[src/rtl/audio_pkg.sv]
// Shared definitions for the audio processing chain: frame geometry,
// sample width, the FFT configuration word and the sequencer state type.
package audio_pkg;

    localparam int          FRAME_LOG2  = 10;
    localparam int          SAMPLE_W    = 16;
    localparam logic [15:0] FFT_CFG_FWD = 16'h0001;

    typedef enum logic [1:0] {
        SEQ_IDLE,
        SEQ_CONFIG,
        SEQ_STREAM,
        SEQ_DONE
    } seq_state_t;

endpackage

[src/rtl/stream_skid2.sv]
// Two-entry FIFO with an AXI-Stream style output side. The output data
// comes straight from a register, so it stays stable while the consumer
// stalls. The occupancy is exported so that the producer can throttle
// itself against reads that are already in flight.
module stream_skid2 #(
    parameter int W = 16
) (
    input  logic         clock,
    input  logic         reset,
    input  logic         flush_i,
    input  logic         push_i,
    input  logic [W-1:0] push_data_i,
    output logic [1:0]   occupancy_o,
    output logic         pop_o,
    output logic         out_tvalid_o,
    input  logic         out_tready_i,
    output logic [W-1:0] out_tdata_o
);

    logic       wr_ptr_q;
    logic       rd_ptr_q;
    logic [1:0] count_q;

    assign occupancy_o  = count_q;
    assign out_tvalid_o = (count_q != 2'd0);
    assign pop_o        = out_tvalid_o && out_tready_i;

    // One storage register per entry, written when the write pointer selects it.
    for (genvar gi = 0; gi < 2; gi++) begin : g_entry
        logic [W-1:0] entry_q;
        always_ff @(posedge clock) begin
            if (reset) begin
                entry_q <= '0;
            end else if (push_i && (wr_ptr_q == 1'(gi))) begin
                entry_q <= push_data_i;
            end
        end
    end

    assign out_tdata_o = rd_ptr_q ? g_entry[1].entry_q : g_entry[0].entry_q;

    // Pointer and occupancy bookkeeping; a flush empties the FIFO at once.
    always_ff @(posedge clock) begin
        if (reset || flush_i) begin
            wr_ptr_q <= 1'b0;
            rd_ptr_q <= 1'b0;
            count_q  <= 2'd0;
        end else begin
            if (push_i) begin
                wr_ptr_q <= ~wr_ptr_q;
            end
            if (pop_o) begin
                rd_ptr_q <= ~rd_ptr_q;
            end
            count_q <= count_q + {1'b0, push_i} - {1'b0, pop_o};
        end
    end

endmodule

[src/rtl/fft_frame_sequencer.sv]
// Streams one frame from the sample BRAM into the FFT core: a config word
// first, then every sample in address order with tlast on the final one.
// The 1-cycle BRAM latency is hidden by a 2-entry skid FIFO so the stream
// runs at one sample per cycle and tolerates arbitrary back-pressure.
module fft_frame_sequencer
    import audio_pkg::*;
#(
    parameter int          ADDR_W   = FRAME_LOG2,
    parameter int          DATA_W   = SAMPLE_W,
    parameter logic [15:0] CFG_WORD = FFT_CFG_FWD
) (
    input  logic              clock,
    input  logic              reset,
    input  logic              start,
    output logic              buf_en,
    output logic [ADDR_W-1:0] buf_addr,
    input  logic [DATA_W-1:0] buf_dout,
    output logic [15:0]       cfg_tdata,
    output logic              cfg_tvalid,
    input  logic              cfg_tready,
    output logic [31:0]       data_tdata,
    output logic              data_tvalid,
    input  logic              data_tready,
    output logic              data_tlast,
    input  logic              ev_tlast_unexpected,
    input  logic              ev_tlast_missing,
    output logic              busy,
    output logic              done,
    output logic              error
);

    // Counters carry one extra bit so "all issued" is distinct from address 0.
    localparam logic [ADDR_W:0] FRAME_LEN = {1'b1, {ADDR_W{1'b0}}};
    localparam logic [ADDR_W:0] LAST_IDX  = {1'b0, {ADDR_W{1'b1}}};
    localparam logic [ADDR_W:0] ONE       = (ADDR_W + 1)'(1);

    seq_state_t      state_q, state_d;
    logic [ADDR_W:0] rd_cnt_q, rd_cnt_d;
    logic [ADDR_W:0] tx_cnt_q, tx_cnt_d;
    logic            inflight_q;
    logic            error_q, error_d;

    logic              start_accept;
    logic [1:0]        fifo_occ;
    logic              fifo_pop;
    logic              fifo_valid;
    logic [DATA_W-1:0] fifo_data;
    logic [1:0]        pending;
    logic              issue;
    logic              last_hs;

    assign start_accept = (state_q == SEQ_IDLE) && start;

    // Entries still owed to the FIFO after this cycle's pop. Counting the pop
    // lets a new read go out every cycle while the consumer keeps up.
    assign pending = fifo_occ - {1'b0, fifo_pop} + {1'b0, inflight_q};
    assign issue   = (state_q == SEQ_STREAM) && (rd_cnt_q < FRAME_LEN) && (pending < 2'd2);
    assign last_hs = fifo_pop && (tx_cnt_q == LAST_IDX);

    stream_skid2 #(
        .W(DATA_W)
    ) u_skid (
        .clock        (clock),
        .reset        (reset),
        .flush_i      (start_accept),
        .push_i       (inflight_q),
        .push_data_i  (buf_dout),
        .occupancy_o  (fifo_occ),
        .pop_o        (fifo_pop),
        .out_tvalid_o (fifo_valid),
        .out_tready_i (data_tready),
        .out_tdata_o  (fifo_data)
    );

    // Frame sequencing: config word, sample stream, completion pulse.
    always_comb begin
        state_d = state_q;
        case (state_q)
            SEQ_IDLE:   if (start)      state_d = SEQ_CONFIG;
            SEQ_CONFIG: if (cfg_tready) state_d = SEQ_STREAM;
            SEQ_STREAM: if (last_hs)    state_d = SEQ_DONE;
            SEQ_DONE:                   state_d = SEQ_IDLE;
            default:                    state_d = SEQ_IDLE;
        endcase
    end

    // Read and send counters restart with every accepted frame.
    always_comb begin
        rd_cnt_d = rd_cnt_q;
        tx_cnt_d = tx_cnt_q;
        if (start_accept) begin
            rd_cnt_d = '0;
            tx_cnt_d = '0;
        end else begin
            if (issue)    rd_cnt_d = rd_cnt_q + ONE;
            if (fifo_pop) tx_cnt_d = tx_cnt_q + ONE;
        end
    end

    // Sticky framing error: armed only while busy, wiped by a new frame.
    always_comb begin
        error_d = error_q;
        if (start_accept) begin
            error_d = 1'b0;
        end else if ((state_q != SEQ_IDLE) && (ev_tlast_unexpected || ev_tlast_missing)) begin
            error_d = 1'b1;
        end
    end

    // State, counters, in-flight flag and error register.
    always_ff @(posedge clock) begin
        if (reset) begin
            state_q    <= SEQ_IDLE;
            rd_cnt_q   <= '0;
            tx_cnt_q   <= '0;
            inflight_q <= 1'b0;
            error_q    <= 1'b0;
        end else begin
            state_q    <= state_d;
            rd_cnt_q   <= rd_cnt_d;
            tx_cnt_q   <= tx_cnt_d;
            inflight_q <= issue;
            error_q    <= error_d;
        end
    end

    assign buf_en      = issue;
    assign buf_addr    = rd_cnt_q[ADDR_W-1:0];
    assign cfg_tdata   = CFG_WORD;
    assign cfg_tvalid  = (state_q == SEQ_CONFIG);
    assign data_tvalid = fifo_valid;
    assign data_tdata  = {{(32 - DATA_W){1'b0}}, fifo_data};
    assign data_tlast  = fifo_valid && (tx_cnt_q == LAST_IDX);
    assign busy        = (state_q != SEQ_IDLE);
    assign done        = (state_q == SEQ_DONE);
    assign error       = error_q;

endmodule

[config.mk]
export PLATFORM = sky130hd
export DESIGN_NAME = fft_frame_sequencer
export DESIGN_NICKNAME = d
export VERILOG_FILES = /design/src/rtl/audio_pkg.sv /design/src/rtl/stream_skid2.sv /design/src/rtl/fft_frame_sequencer.sv
export SDC_FILE = /design/constraint.sdc
export NUM_CORES = 1
export LEC_CHECK = 0
export CAP_MARGIN = 20
export CORE_MARGIN = 5
export CORE_UTILIZATION = 40
export DETAILED_ROUTE_END_ITERATION = 12
export HOLD_SLACK_MARGIN = 0.05
export PLACE_DENSITY_LB_ADDON = 0.12
export SYNTH_ARGS = -nofsm -noshare
export SYNTH_HDL_FRONTEND = slang
export SYNTH_SLANG_ARGS = --single-unit
[constraint.sdc]
create_clock -name clock -period 2.1 [get_ports clock]
set_clock_uncertainty 0.15 [all_clocks]
set_input_delay 0.315 -clock clock [delete_from_list [all_inputs] [get_ports clock]]
set_output_delay 0.315 -clock clock [all_outputs]
set_load 0.05 [all_outputs]
==> impl_metrics.json <==
{
  "outcome": "finished, violations left",
  "violations": "negative setup slack",
  "num_vias": 2449,
  "rsz0062_at_grt": "yes",
  "end_kind": "output pin",
  "fmax_mhz": 414,
  "syn_area_um2": 3070,
  "whs_ns": 0.302,
  "grt-busiest-layer": "met2",
  "clock_latency_ns": 0.32,
  "grt_use_total_pct": 13.2,
  "core-area_um2": 7610,
  "critical_path_class": "register to output pin",
  "area_growth_pct": 24.1,
  "grt_max_degree": 33,
  "worst_slew_pin_slew_ns": 0.735,
  "r2r_setup_slack_ns": -0.14,
  "path_max_fanout": 2,
  "fin_ws_ns": -0.314,
  "final_cell_mix": "nand2_1, dfxtp_1, a21oi_1",
  "initial_utilization_pct": 40.3,
  "reg2reg_depth": 9,
  "hp-start": "u_skid.g_entry[0].entry_q[5]$_SDFFE_PP0P_",
  "row_count": 32,
  "use_met1_pct": 16.5,
  "cts_max_path_buffers": 2,
  "grt_pass1_wl_um": 10300,
  "dr.pass1.iters": 5,
  "cts.clk_slew.worst_paths_ns": 0.07,
  "hold_end": "u_skid.g_entry[0].entry_q[5]$_SDFFE_PP0P_",
  "ir_drop_mv": 0.700,
  "worstHoldPathCells": 2,
  "drv_slew": 0,
  "routed_wl_um": 6500,
  "arrival_ns": 1.95,
  "grt_pass1_vias": 2252,
  "syn_avg_cell_area_um2": 8.35,
  "multi_input_area_um2": 1560,
  "gp_congestion": 0.755,
  "htreeDepth": 3,
  "drive_above_1_share_pct": 20.0,
  "r2r-start": "u_skid.occupancy_o[0]$_SDFF_PP0_",
  "register_area_um2": 1240,
  "n_fill_cell": 755,
  "p_leak_nw": 1.55,
  "grt_overflow": 0,
  "cts_root_buffer": "clkbuf_8",
  "cts_buffers": 9,
  "fin_crit_sh_pct": 115,
  "yosys_warnings": 0,
  "final_common_cell": "nand2_1",
  "synthCells": 367,
  "avgRoutedWirePerCell_um": 12.4,
  "crit_required_ns": 1.63,
  "drc": 0,
  "port_buffers": 55,
  "setup_viol": 10,
  "cts_tree": "built",
  "drtIter0Drc": 83,
  "dpl.hpwl_um": 4660,
  "critPathLaunchType": "register",
  "clkSinkCount": 62,
  "postCtsHoldBufs": 0,
  "grtUsageMet2_pct": 21.8,
  "hold_class": "register to register",
  "period_minus_slack_ns": 2.41,
  "synth_cell_types": 37,
  "worst_r2r_endpoint": "rd_cnt_q[8]$_SDFFE_PP0P_",
  "num_io_pins": 88,
  "max-slew-margin-rel_pct": 51.0,
  "vias_per_cell": 4.66,
  "ant_nets": 0,
  "dp_worst_setup_slack_ns": -0.609,
  "fp.dieH_um": 97.5,
  "layout.nets": 450,
  "ys_seq_elements": 62,
  "fin_util_pct": 50.0,
  "diodes": 0,
  "fp.dieW_um": 97.5,
  "antenna_found_initial": 0,
  "p_per_area_nw_per_um2": 967,
  "ys_seq_area_share_pct": 40.5,
  "cap_violations": 0,
  "hold_violations": 0,
  "die-area_um2": 9510,
  "grt.met3_usage_pct": 3.16
}
-- per-stage QoR --
stage,power (mW),TNS (ns),cell area [µm²],cells
floorplan,2.31,-0.362,3230,397
CTS,3.73,-1.12,3780,525
finish,3.68,-1.04,3800,526
global placement,2.64,-6.05,3560,507
global route,3.88,-2.07,3800,526
detailed placement,2.64,-6.60,3560,507
-- critical path, stage by stage, from the launching register on --
cell        delay, ns
dfxtp_2          0.32
o21a_1           0.22
ha_4             0.27
inv_2            0.03
ha_4             0.14
xnor3_4          0.33
nand2_4          0.09
clkinvlp_4       0.07
buf_6            0.15
-- synthesized netlist by cell type, drive strengths merged --
| cell type | number | area, µm² |
|---|---|---|
| nor2b | 4 | 25.0 |
| o2111a | 2 | 22.5 |
| nand3 | 10 | 50.1 |
| xnor3 | 1 | 26.3 |
| xor2 | 12 | 105 |
| nand2b | 2 | 12.5 |
| and4 | 4 | 35.0 |
| nand4 | 6 | 52.6 |
| a21oi | 39 | 195 |
| conb | 2 | 7.51 |
| nand2 | 73 | 274 |
| o21a | 2 | 15.0 |
| a211oi | 1 | 7.51 |
| and2 | 6 | 37.5 |
| nor3 | 3 | 15.0 |
| o21ai | 4 | 20.0 |
| a311oi | 1 | 8.76 |
| o31ai | 1 | 7.51 |
| mux2i | 2 | 20.0 |
| xnor2 | 4 | 35.0 |
| buf | 44 | 324 |
| ha | 8 | 100 |
| nor2 | 24 | 90.1 |
| and3 | 3 | 18.8 |
| inv | 10 | 37.5 |
| clkbuf | 15 | 60.1 |
| or3 | 3 | 18.8 |
| nor3b | 1 | 7.51 |
| mux2 | 16 | 180 |
| or2 | 1 | 6.26 |
| o311ai | 1 | 8.76 |
| dfxtp | 62 | 1240 |
-- registers in the layout, summed over array words and instances, names as in the netlist, 2 cells and up --
| signal | flops |
|---|---|
| u_skid.occupancy_o | 2 |
| tx_cnt_q | 11 |
| state_q | 2 |
| u_skid.g_entry.entry_q | 32 |
| rd_cnt_q | 11 |
-- metal layers --
metal / share of wire (%) / vias to the layer above
li1: - / 1241
met1: 46 / 1135
met2: 48 / 67
met3: 5.6 / 6
met4: 1.1 / 0
met5: 0 / -
-- what timing repair did --
action,CTS,global route
pin swaps,1,3
hold endpoints to repair,0,0
setup buffers,2,2
resized for setup,3,5
endpoints found under the setup margin,12,12
-- where the power goes --
part	switching, mW	internal (mW)
logic	0.849	0.460
registers	0.0643	1.26
clock network	0.436	0.607
-- kinds of logic (layout without fill, tap and decap cells) --
group                      Yosys count  after routing  synth area share (%)
adders and majority gates            8              8                  3.27
and+or+nand+nor                    140            140                  21.0
DFF                                 62             62                  40.5
xor gates and xnor gates            17             17                  5.43
other                                2             32                 0.245
AOI/OAI and AO/OA                   51             51                  9.31
buffers and inverters               69             96                  13.8
muxes                               18             18                  6.53
-- worst max-delay path by stage --
stage / start / cells after the start / end
6_report: u_skid.occupancy_o[0]$_SDFF_PP0_ / 8 / buf_en
5_1_grt: u_skid.occupancy_o[0]$_SDFF_PP0_ / 8 / buf_en
4_1_cts: u_skid.occupancy_o[1]$_SDFF_PP0_ / 8 / buf_en
3_5_place_dp: data_tready / 9 / buf_en
3_3_place_gp: data_tready / 9 / buf_en
2_1_floorplan: u_skid.occupancy_o[0]$_SDFF_PP0_ / 8 / buf_en
-- area by class of cell --
type	instances	share of cell area, %
Clock buffer	12	4.08
Clock inverter	4	1.18
Timing Repair Buffer	70	16.6
Inverter	10	1.09
Tap cell	102	3.36
Sequential cell	62	32.7
Multi-Input combinational cell	266	41.0
Power figures use the tool's default switching activity.
